## config.mk

```make
export PLATFORM = sky130hd
export DESIGN_NAME = uart_rx_fsm_ctrl_flat
export DESIGN_NICKNAME = d
export VERILOG_FILES = /design/src/rtl/uart_rx_fsm_ctrl_if.sv /design/src/rtl/uart_rx_fsm_ctrl.sv /design/src/flat_wrapper.sv
export SDC_FILE = /design/constraint.sdc
export NUM_CORES = 1
export LEC_CHECK = 0
export BUFFER_PORTS_ARGS = -buffer_cell sky130_fd_sc_hd__clkbuf_2
export CAP_MARGIN = 20
export CORE_MARGIN = 8
export CORE_UTILIZATION = 55
export DETAILED_ROUTE_END_ITERATION = 10
export PLACE_DENSITY = 0.88
export REMOVE_ABC_BUFFERS = 1
export SYNTH_ARGS = -nofsm -noshare
export SYNTH_HDL_FRONTEND = slang
export SYNTH_SLANG_ARGS = --single-unit
```

## constraint.sdc

```tcl
create_clock -name clk -period 5.5 [get_ports clk]
set_clock_uncertainty 0.1 [all_clocks]
set_input_delay 1.1 -clock clk [delete_from_list [all_inputs] [get_ports clk]]
set_output_delay 1.1 -clock clk [all_outputs]
set_load 0.02 [all_outputs]
```

## src/rtl/uart_rx_fsm_ctrl_if.sv

```systemverilog
// Bundle between the UART RX sequencing controller and the RX datapath blocks.
// The master side is the controller; the slave side is the serial line plus the checkers.
interface uart_rx_fsm_ctrl_if #(
  parameter int unsigned CNT_W = 6
);
  logic             rx_in;
  logic [CNT_W-1:0] prescale;
  logic             par_en;
  logic             strt_glitch;
  logic             par_err;
  logic             stp_err;
  logic [CNT_W-1:0] edge_cnt;
  logic             dat_samp_en;
  logic             strt_chk_en;
  logic             deser_en;
  logic             par_chk_en;
  logic             stp_chk_en;
  logic             data_valid;

  modport master (
    input  rx_in, prescale, par_en, strt_glitch, par_err, stp_err,
    output edge_cnt, dat_samp_en, strt_chk_en, deser_en, par_chk_en, stp_chk_en, data_valid
  );

  modport slave (
    output rx_in, prescale, par_en, strt_glitch, par_err, stp_err,
    input  edge_cnt, dat_samp_en, strt_chk_en, deser_en, par_chk_en, stp_chk_en, data_valid
  );
endinterface

```

## src/rtl/uart_rx_fsm_ctrl.sv

```systemverilog
// UART RX sequencing controller: start detection, oversample/bit counters and
// one-cycle enables for the sampler, deserializer and start/parity/stop checkers.
module uart_rx_fsm_ctrl #(
  parameter int unsigned DATA_WIDTH = 8,
  parameter int unsigned CNT_W      = 6
) (
  input logic                clk,
  input logic                rst,
  uart_rx_fsm_ctrl_if.master bus
);

  localparam int unsigned BIT_W = $clog2(DATA_WIDTH + 3);

  typedef enum logic [2:0] {
    IDLE,
    START,
    DATA,
    PARITY,
    STOP,
    ERR_CHK
  } state_t;

  state_t           state, state_nxt;
  logic [CNT_W-1:0] edge_cnt;
  logic [CNT_W-1:0] p_q;
  logic [CNT_W-1:0] s_edge;
  logic [CNT_W-1:0] last_edge;
  logic [BIT_W-1:0] bit_cnt;
  logic             par_en_q;
  logic             edge_last;
  logic             edge_s;

  // Strobe at P/2+2 so the sampler's majority vote over P/2-1..P/2+1 has settled.
  always_comb begin
    s_edge    = (p_q >> 1) + CNT_W'(2);
    last_edge = p_q - CNT_W'(1);
    edge_last = (edge_cnt == last_edge);
    edge_s    = (edge_cnt == s_edge);
  end

  always_ff @(posedge clk or posedge rst) begin
    if (rst) begin
      state    <= IDLE;
      edge_cnt <= '0;
      bit_cnt  <= '0;
      p_q      <= '0;
      par_en_q <= 1'b0;
    end else begin
      state <= state_nxt;
      if (state == IDLE && state_nxt == START) begin
        edge_cnt <= '0;
        bit_cnt  <= '0;
        p_q      <= bus.prescale;
        par_en_q <= bus.par_en;
      end else if (state_nxt == IDLE || state_nxt == ERR_CHK) begin
        edge_cnt <= '0;
        bit_cnt  <= '0;
      end else if (edge_last) begin
        edge_cnt <= '0;
        bit_cnt  <= bit_cnt + BIT_W'(1);
      end else begin
        edge_cnt <= edge_cnt + CNT_W'(1);
      end
    end
  end

  always_comb begin
    state_nxt = state;
    case (state)
      IDLE:    if (!bus.rx_in) state_nxt = START;
      START:   if (edge_last) state_nxt = bus.strt_glitch ? IDLE : DATA;
      DATA:    if (edge_last && bit_cnt == BIT_W'(DATA_WIDTH))
                 state_nxt = par_en_q ? PARITY : STOP;
      PARITY:  if (edge_last) state_nxt = STOP;
      // Leave the stop bit early so a back-to-back start edge is not missed.
      STOP:    if (edge_cnt == s_edge + CNT_W'(1)) state_nxt = ERR_CHK;
      ERR_CHK: state_nxt = IDLE;
      default: state_nxt = IDLE;
    endcase
  end

  always_comb begin
    bus.edge_cnt    = edge_cnt;
    bus.dat_samp_en = 1'b0;
    bus.strt_chk_en = 1'b0;
    bus.deser_en    = 1'b0;
    bus.par_chk_en  = 1'b0;
    bus.stp_chk_en  = 1'b0;
    bus.data_valid  = 1'b0;
    case (state)
      START: begin
        bus.dat_samp_en = 1'b1;
        bus.strt_chk_en = edge_s;
      end
      DATA: begin
        bus.dat_samp_en = 1'b1;
        bus.deser_en    = edge_s;
      end
      PARITY: begin
        bus.dat_samp_en = 1'b1;
        bus.par_chk_en  = edge_s;
      end
      STOP: begin
        bus.dat_samp_en = 1'b1;
        bus.stp_chk_en  = edge_s;
      end
      ERR_CHK: bus.data_valid = !bus.stp_err && !(par_en_q && bus.par_err);
      default: ;
    endcase
  end

endmodule

```

## src/flat_wrapper.sv

```systemverilog
// flat-port wrapper written by rule: the top's interface ports become plain ports
module uart_rx_fsm_ctrl_flat 
#(
  parameter int unsigned DATA_WIDTH = 8,
  parameter int unsigned CNT_W      = 6
)
  (clk, rst, bus_rx_in, bus_prescale, bus_par_en, bus_strt_glitch, bus_par_err, bus_stp_err, bus_edge_cnt, bus_dat_samp_en, bus_strt_chk_en, bus_deser_en, bus_par_chk_en, bus_stp_chk_en, bus_data_valid);
  uart_rx_fsm_ctrl_if #(.CNT_W(CNT_W)) bus_i ();
  input logic clk;
  input logic rst;
  input wire logic [$bits(bus_i.rx_in)-1:0] bus_rx_in;
  input wire logic [$bits(bus_i.prescale)-1:0] bus_prescale;
  input wire logic [$bits(bus_i.par_en)-1:0] bus_par_en;
  input wire logic [$bits(bus_i.strt_glitch)-1:0] bus_strt_glitch;
  input wire logic [$bits(bus_i.par_err)-1:0] bus_par_err;
  input wire logic [$bits(bus_i.stp_err)-1:0] bus_stp_err;
  output wire logic [$bits(bus_i.edge_cnt)-1:0] bus_edge_cnt;
  output wire logic [$bits(bus_i.dat_samp_en)-1:0] bus_dat_samp_en;
  output wire logic [$bits(bus_i.strt_chk_en)-1:0] bus_strt_chk_en;
  output wire logic [$bits(bus_i.deser_en)-1:0] bus_deser_en;
  output wire logic [$bits(bus_i.par_chk_en)-1:0] bus_par_chk_en;
  output wire logic [$bits(bus_i.stp_chk_en)-1:0] bus_stp_chk_en;
  output wire logic [$bits(bus_i.data_valid)-1:0] bus_data_valid;
  assign bus_i.rx_in = bus_rx_in;
  assign bus_i.prescale = bus_prescale;
  assign bus_i.par_en = bus_par_en;
  assign bus_i.strt_glitch = bus_strt_glitch;
  assign bus_i.par_err = bus_par_err;
  assign bus_i.stp_err = bus_stp_err;
  assign bus_edge_cnt = bus_i.edge_cnt;
  assign bus_dat_samp_en = bus_i.dat_samp_en;
  assign bus_strt_chk_en = bus_i.strt_chk_en;
  assign bus_deser_en = bus_i.deser_en;
  assign bus_par_chk_en = bus_i.par_chk_en;
  assign bus_stp_chk_en = bus_i.stp_chk_en;
  assign bus_data_valid = bus_i.data_valid;
  uart_rx_fsm_ctrl #(.DATA_WIDTH(DATA_WIDTH), .CNT_W(CNT_W)) u_core (.clk(clk), .rst(rst), .bus(bus_i));
endmodule
```

# Word-level counts from Yosys, hierarchy flattened
# Index checks and enable logic that the tools add are counted.
# word_totals
reg_bits	20
latchBits	0
mem_bits_rw	0
romBits	0
input_bits	13
output_inout_bits	12
word_cells	52
mem_count	0
# op_classes
n_addsub	5
mul	0
n_div	0
order_cmp	0
n_eq_ne	11
n_shift	0
mux	20
n_bitwise	0
reduce_logical	11
# ops
operator	count
$eq 6x6->1	3
$mux 3	6
$mux 6	3
$pmux 3 s5	1
$add 6x1->6 const B	2
$mux 4	3
$eq 3x3->1 const B	3
$add 5x2->6 const B	1
$eq 3x1->1 const B	2
$eq 3x2->1 const B	2
$logic_not 3->1	2
$mux 1	6
$sub 6x1->6 const B	1
$add 4x1->4 const B	1
$eq 4x4->1 const B	1
$logic_and 1x1->1	4
$reduce_or 4->1	1
$reduce_bool 3->1	1
$logic_not 1->1	2
$mux 2	1
$logic_or 1x1->1	1

# Logic depth before layout (Yosys ltp)
# depth
depth_word	9
depth_mapped	8
depth_no_buf	8

# Least setup slack after synthesis
# No wires, ideal clock.
# synth_path
kind	input to output
from	input bus_par_err
to	output bus_data_valid
t_arrival_ns	2.235
t_required_ns	4.300
setup_slack_ns	2.065
cell_stages	1
path_buffers	0
path_cell_list	a2111oi_0
# synth_between
elab_chain_cells	4
# synth_rtl
item	line	text
start, declared	flat_wrapper.sv:15	input wire logic [$bits(bus_i.par_err)-1:0] bus_par_err;
$logic_and 1x1->1	uart_rx_fsm_ctrl.sv:107	ERR_CHK: bus.data_valid = !bus.stp_err && !(par_en_q && bus.par_err);
$logic_not 1->1	uart_rx_fsm_ctrl.sv:107	
$logic_and 1x1->1	uart_rx_fsm_ctrl.sv:107	
$mux 1	uart_rx_fsm_ctrl.sv:90	case (state)
end, declared	flat_wrapper.sv:23	output wire logic [$bits(bus_i.data_valid)-1:0] bus_data_valid;
# Every way passes these cells.

# Worst setup path after layout
# layout_path
from	register u_core.p_q[2]
to	output bus_deser_en
# layout_between
elab_chain_cells	3
# layout_rtl
item	line	text
start, declared	uart_rx_fsm_ctrl.sv:25	logic [CNT_W-1:0] p_q;
start signal, assigned	uart_rx_fsm_ctrl.sv:53	p_q <= bus.prescale;
$add 5x2->6	uart_rx_fsm_ctrl.sv:35	s_edge = (p_q >> 1) + CNT_W'(2);
$eq 6x6->1	uart_rx_fsm_ctrl.sv:38	edge_s = (edge_cnt == s_edge);
$mux 1	uart_rx_fsm_ctrl.sv:90	
end, declared	flat_wrapper.sv:20	output wire logic [$bits(bus_i.deser_en)-1:0] bus_deser_en;
# Every way passes these cells.

==> summary by stage <==
Power
Summed over all cells, the static leakage comes to 0.0007917 uW. The maximum vdd drop is 0.3917 mV. The total power density per cell area is 573.6 mW/mm^2. Total power for the finished layout comes to 1005 uW.

Clock network
CTS saw 20 sinks. The TritonCTS clock tree is done. The post-cts gate resize count is 0. Once the clock tree was built, the setup fixing pass inserted 0 buffers. No sink is reached through more buffers than the 2 on the longest clock path. The number of levels in the clock H-tree is 1. After clock tree synthesis, the flow added hold-fix buffers numbering 0. The root cell of the clock tree is clkbuf_4.

Clock tree synthesis inserted a total of 3 buffers. The worst-skew pair later-pin latency is 0.31 ns. The clock edge transition at the registers on the reported setup and hold paths is 0.11 ns.

Synth
After synthesis, the netlist uses 47 different library cells. After synthesis, the largest family of logic cells by area is simple AND/OR/NAND/NOR gates. In this run the cell area of the synthesized design comes to 0.001607 mm^2. Summing the areas of all and, or, nand and nor instances in the mapped netlist gives 25.16% of the synthesized area. The compound-gate portion of the synthesized area is 11.06%.

The total number of yosys warnings is 0. The sequential fraction of the synthesis area is 31.15%. Of the total synthesized cell area, the portion taken by full adders, half adders and majority gates is 7.788%. Measured against the total synthesized area, the mux share comes to 2.726%. The number of synthesized flops with an enable pin is 0. The number of register bits inferred by synthesis is 20. The async set-reset flop share out of synthesis is 100.0%. The leading register cell type out of synthesis is dfrtp_1. After technology mapping, the gate count stands at 173.

The average size of a mapped cell is 9.286 um^2. The xor/xnor share of the synthesized area is 16.20%.

Worst setup path
The worst setup path is of the flip-flop to primary output kind. The reg-to-reg critical path startpoint is u_core.p_q[2]. Broken down by cell family, the worst path's largest delay share belongs to simple AND/OR/NAND/NOR gates. The critical path depth is 9. STA classifies the critical path endpoint as a primary output. The kind of launch point of the worst setup path is a flip-flop.

Of all nets on the critical path, the largest fanout is 8. The reg-to-reg setup timing slack is 2.74 ns. The critical path contains buffers and inverters numbering 2 combined.

The signal on the critical path passes through inv_1, ha_1, xnor2_1, nand2_1, nor2_1, o211ai_1, nand2b_1, nor3b_1, clkbuf_2. Following the worst setup path forward leads to its endpoint at bus_deser_en. In this run the worst setup path begins at u_core.p_q[2].

The standard cell with the maximum stage delay on the critical path is dfrtp_1. The length in cells of the worst reg-to-reg path is 8. For the worst setup path, the data required time is 4.30 ns. STA puts the critical path data arrival time at 2.46 ns. The worst flop-to-flop path endpoint is u_core.bit_cnt[0].

The maximum cell stage delay along the critical path is 0.45 ns.

Place
The post-DP HPWL is 2701 um. During placement, the flow inserted port buffers numbering 24. The number of placed instances, taps included is 221. The final RePlAce weighted congestion is 0.8432.

Global route
In the global route stage, met2 resource usage came out at 26.09%. The global-route total usage across every layer is 14.11%. The met3 routing resource usage after global routing is 1.554%. Global routing used 15.98% of the available met1 tracks. The initial antenna violation count was 0. The first global-routing pass estimated 5865 um of wire. The total overflow left after global routing is 0.

The global-route layer with the greatest usage is met2. The via count of the first global-routing pass was 1,341. The largest net degree at the start of global routing is 21.

Detailed routing
For this block, the initial DRC count from the detailed router was 64. The first detailed-routing pass ran for 4 iterations. The count of nets left with antenna violations once routing finished came out at 0.

The final route contains 1,300 vias. After detailed routing, the number of vias per cell comes to 5.804. The number of DRC violations after detailed routing is 0. The per-cell routed wire length is 15.37 um. After detailed routing, the total wire length is 3443 um.

Run
The tool flagged a number of max-cap violations equal to 0.

Final layout
The area of the multi-input gates is 0.001017 mm^2. The layout filler cell count is 226. 0 antenna diodes ended up in the layout. The area of all sequential standard cells is 500.5 um^2.

The top cell types in the final layout, fill and taps aside, are 24 x clkbuf_2, 20 x dfrtp_1, 15 x xnor2_1, 15 x nor2_1, 13 x nand2_1. The share of final-layout standard cells stronger than drive strength 1 is 23.32%. Measured on the finished design, the core utilization comes to 63.52%. Leaving out filler cells and counting taps, the final layout contains 224. The final layout net count is 218. Relative to the synthesized area, the layout overhead comes to 9.034%.

The most common library cell in the layout ignoring fill and taps is clkbuf_2.

Floorplanning
The floorplan has 19 rows. From bottom edge to top edge, the die measures 70.05 um. The width of the die is 70.05 um.

The core region is 0.002758 mm^2. The die outline area is 0.004906 mm^2. The total I/O pin count is 25.

The starting density of the core is 58.26%.

Timing
The headroom to the max-slew limit is 47.96%. Setup repair after global routing left no endpoint under its margin. At the pin with the least slew margin, the transition time is 0.7797 ns. The worst path in the final design needs a cycle of 3.659 ns, including I/O delays and setup. Setup total negative slack on the finished layout was measured at 0 ns. The final-report setup violation count is 0. The top achievable clock speed is 273.3 MHz.

The final number of hold-violating endpoints is 0. The count of pins over their slew limit came to 0. The final cycle utilization of the critical path is 66.53%.

Status
The run finished with clean final reports.

Worst hold path
The tightest min-delay check is of the flip-flop to flip-flop type.
-- per-layer routing --
metal,wire length (um),up-vias
li1,-,630
met3,107,5
met1,1454,641
met2,1832,24
met5,0,-
met4,48,0
-- worst reg2reg max path, delay by kind of cell (launching register included) --
family / cells / cell delay (ns)
fa+ha+maj: 1 / 0.22
xor+xnor: 1 / 0.19
buf+inv: 1 / 0.27
simple gates: 4 / 1.03
flops: 1 / 0.45
compound gates: 1 / 0.37
-- kinds of logic (layout without fill, tap and decap cells) --
logic type / Yosys count / after routing
compound gates: 21 / 21
flops: 20 / 20
mux: 4 / 4
simple gates: 70 / 70
xor+xnor: 28 / 28
buf+inv: 20 / 40
fa+ha+maj: 10 / 10
-- sequential cells by signal, indices dropped and copies added, names as in the netlist --
| name | cells |
|---|---|
| u_core.par_en_q | 1 |
| u_core.state | 3 |
| u_core.p_q | 6 |
| u_core.bit_cnt | 4 |
| u_core.bus.edge_cnt | 6 |
-- how the worst min path moves through the flow --
stage	start	to	slack [ns]	cells after the start
2_1_floorplan	u_core.state[2]	u_core.state[1]	0.38	1
3_3_place_gp	u_core.state[2]	u_core.state[1]	0.43	1
3_5_place_dp	u_core.state[2]	u_core.state[1]	0.44	1
4_1_cts	u_core.state[2]	u_core.state[1]	0.46	1
5_1_grt	u_core.state[2]	u_core.state[1]	0.48	1
6_report	u_core.state[2]	u_core.state[1]	0.47	1
-- through the flow --
stage / instance area [um^2] / worst slack (ns) / hold slack [ns]
after floorplan: 1556 / 2.065 / 0.3776
after global placement: 1729 / 2.246 / 0.4309
after detailed placement: 1729 / 2.179 / 0.4362
after CTS: 1752 / 1.821 / 0.4556
after global routing: 1752 / 1.617 / 0.4805
final: 1752 / 1.841 / 0.4697
-- cells in the mapped netlist, drive strengths merged (3+ instances only) --
cell / instances / share of area (%)
a21oi: 4 / 1.2
buf: 4 / 2.2
clkbuf: 4 / 0.93
dfrtp: 20 / 31
ha: 10 / 7.8
inv: 12 / 2.8
mux2: 3 / 2.1
nand2: 15 / 4.1
nand2b: 3 / 1.2
nand3: 11 / 4.5
nor2: 15 / 3.5
nor3: 9 / 2.8
o21ai: 7 / 2.2
xnor2: 17 / 10
xor2: 11 / 6.0
-- area by class of cell --
| class | count | share of cell area, % |
|---|---|---|
| multi-input cells | 133 | 58.07 |
| flip-flops and latches | 20 | 28.57 |
| repair buffers | 25 | 7.286 |
| inverters | 12 | 2.571 |
| well taps | 31 | 2.214 |
| clock buffers | 3 | 1.286 |
-- where the power goes --
group          total (uW)  internal [uW]  switching, uW  leakage (uW)
logic                 626            274            353      0.000522
clock network        70.4           25.6           44.8     0.0000138
registers             308            197            111      0.000256
(Power assumes the default switching activity.)
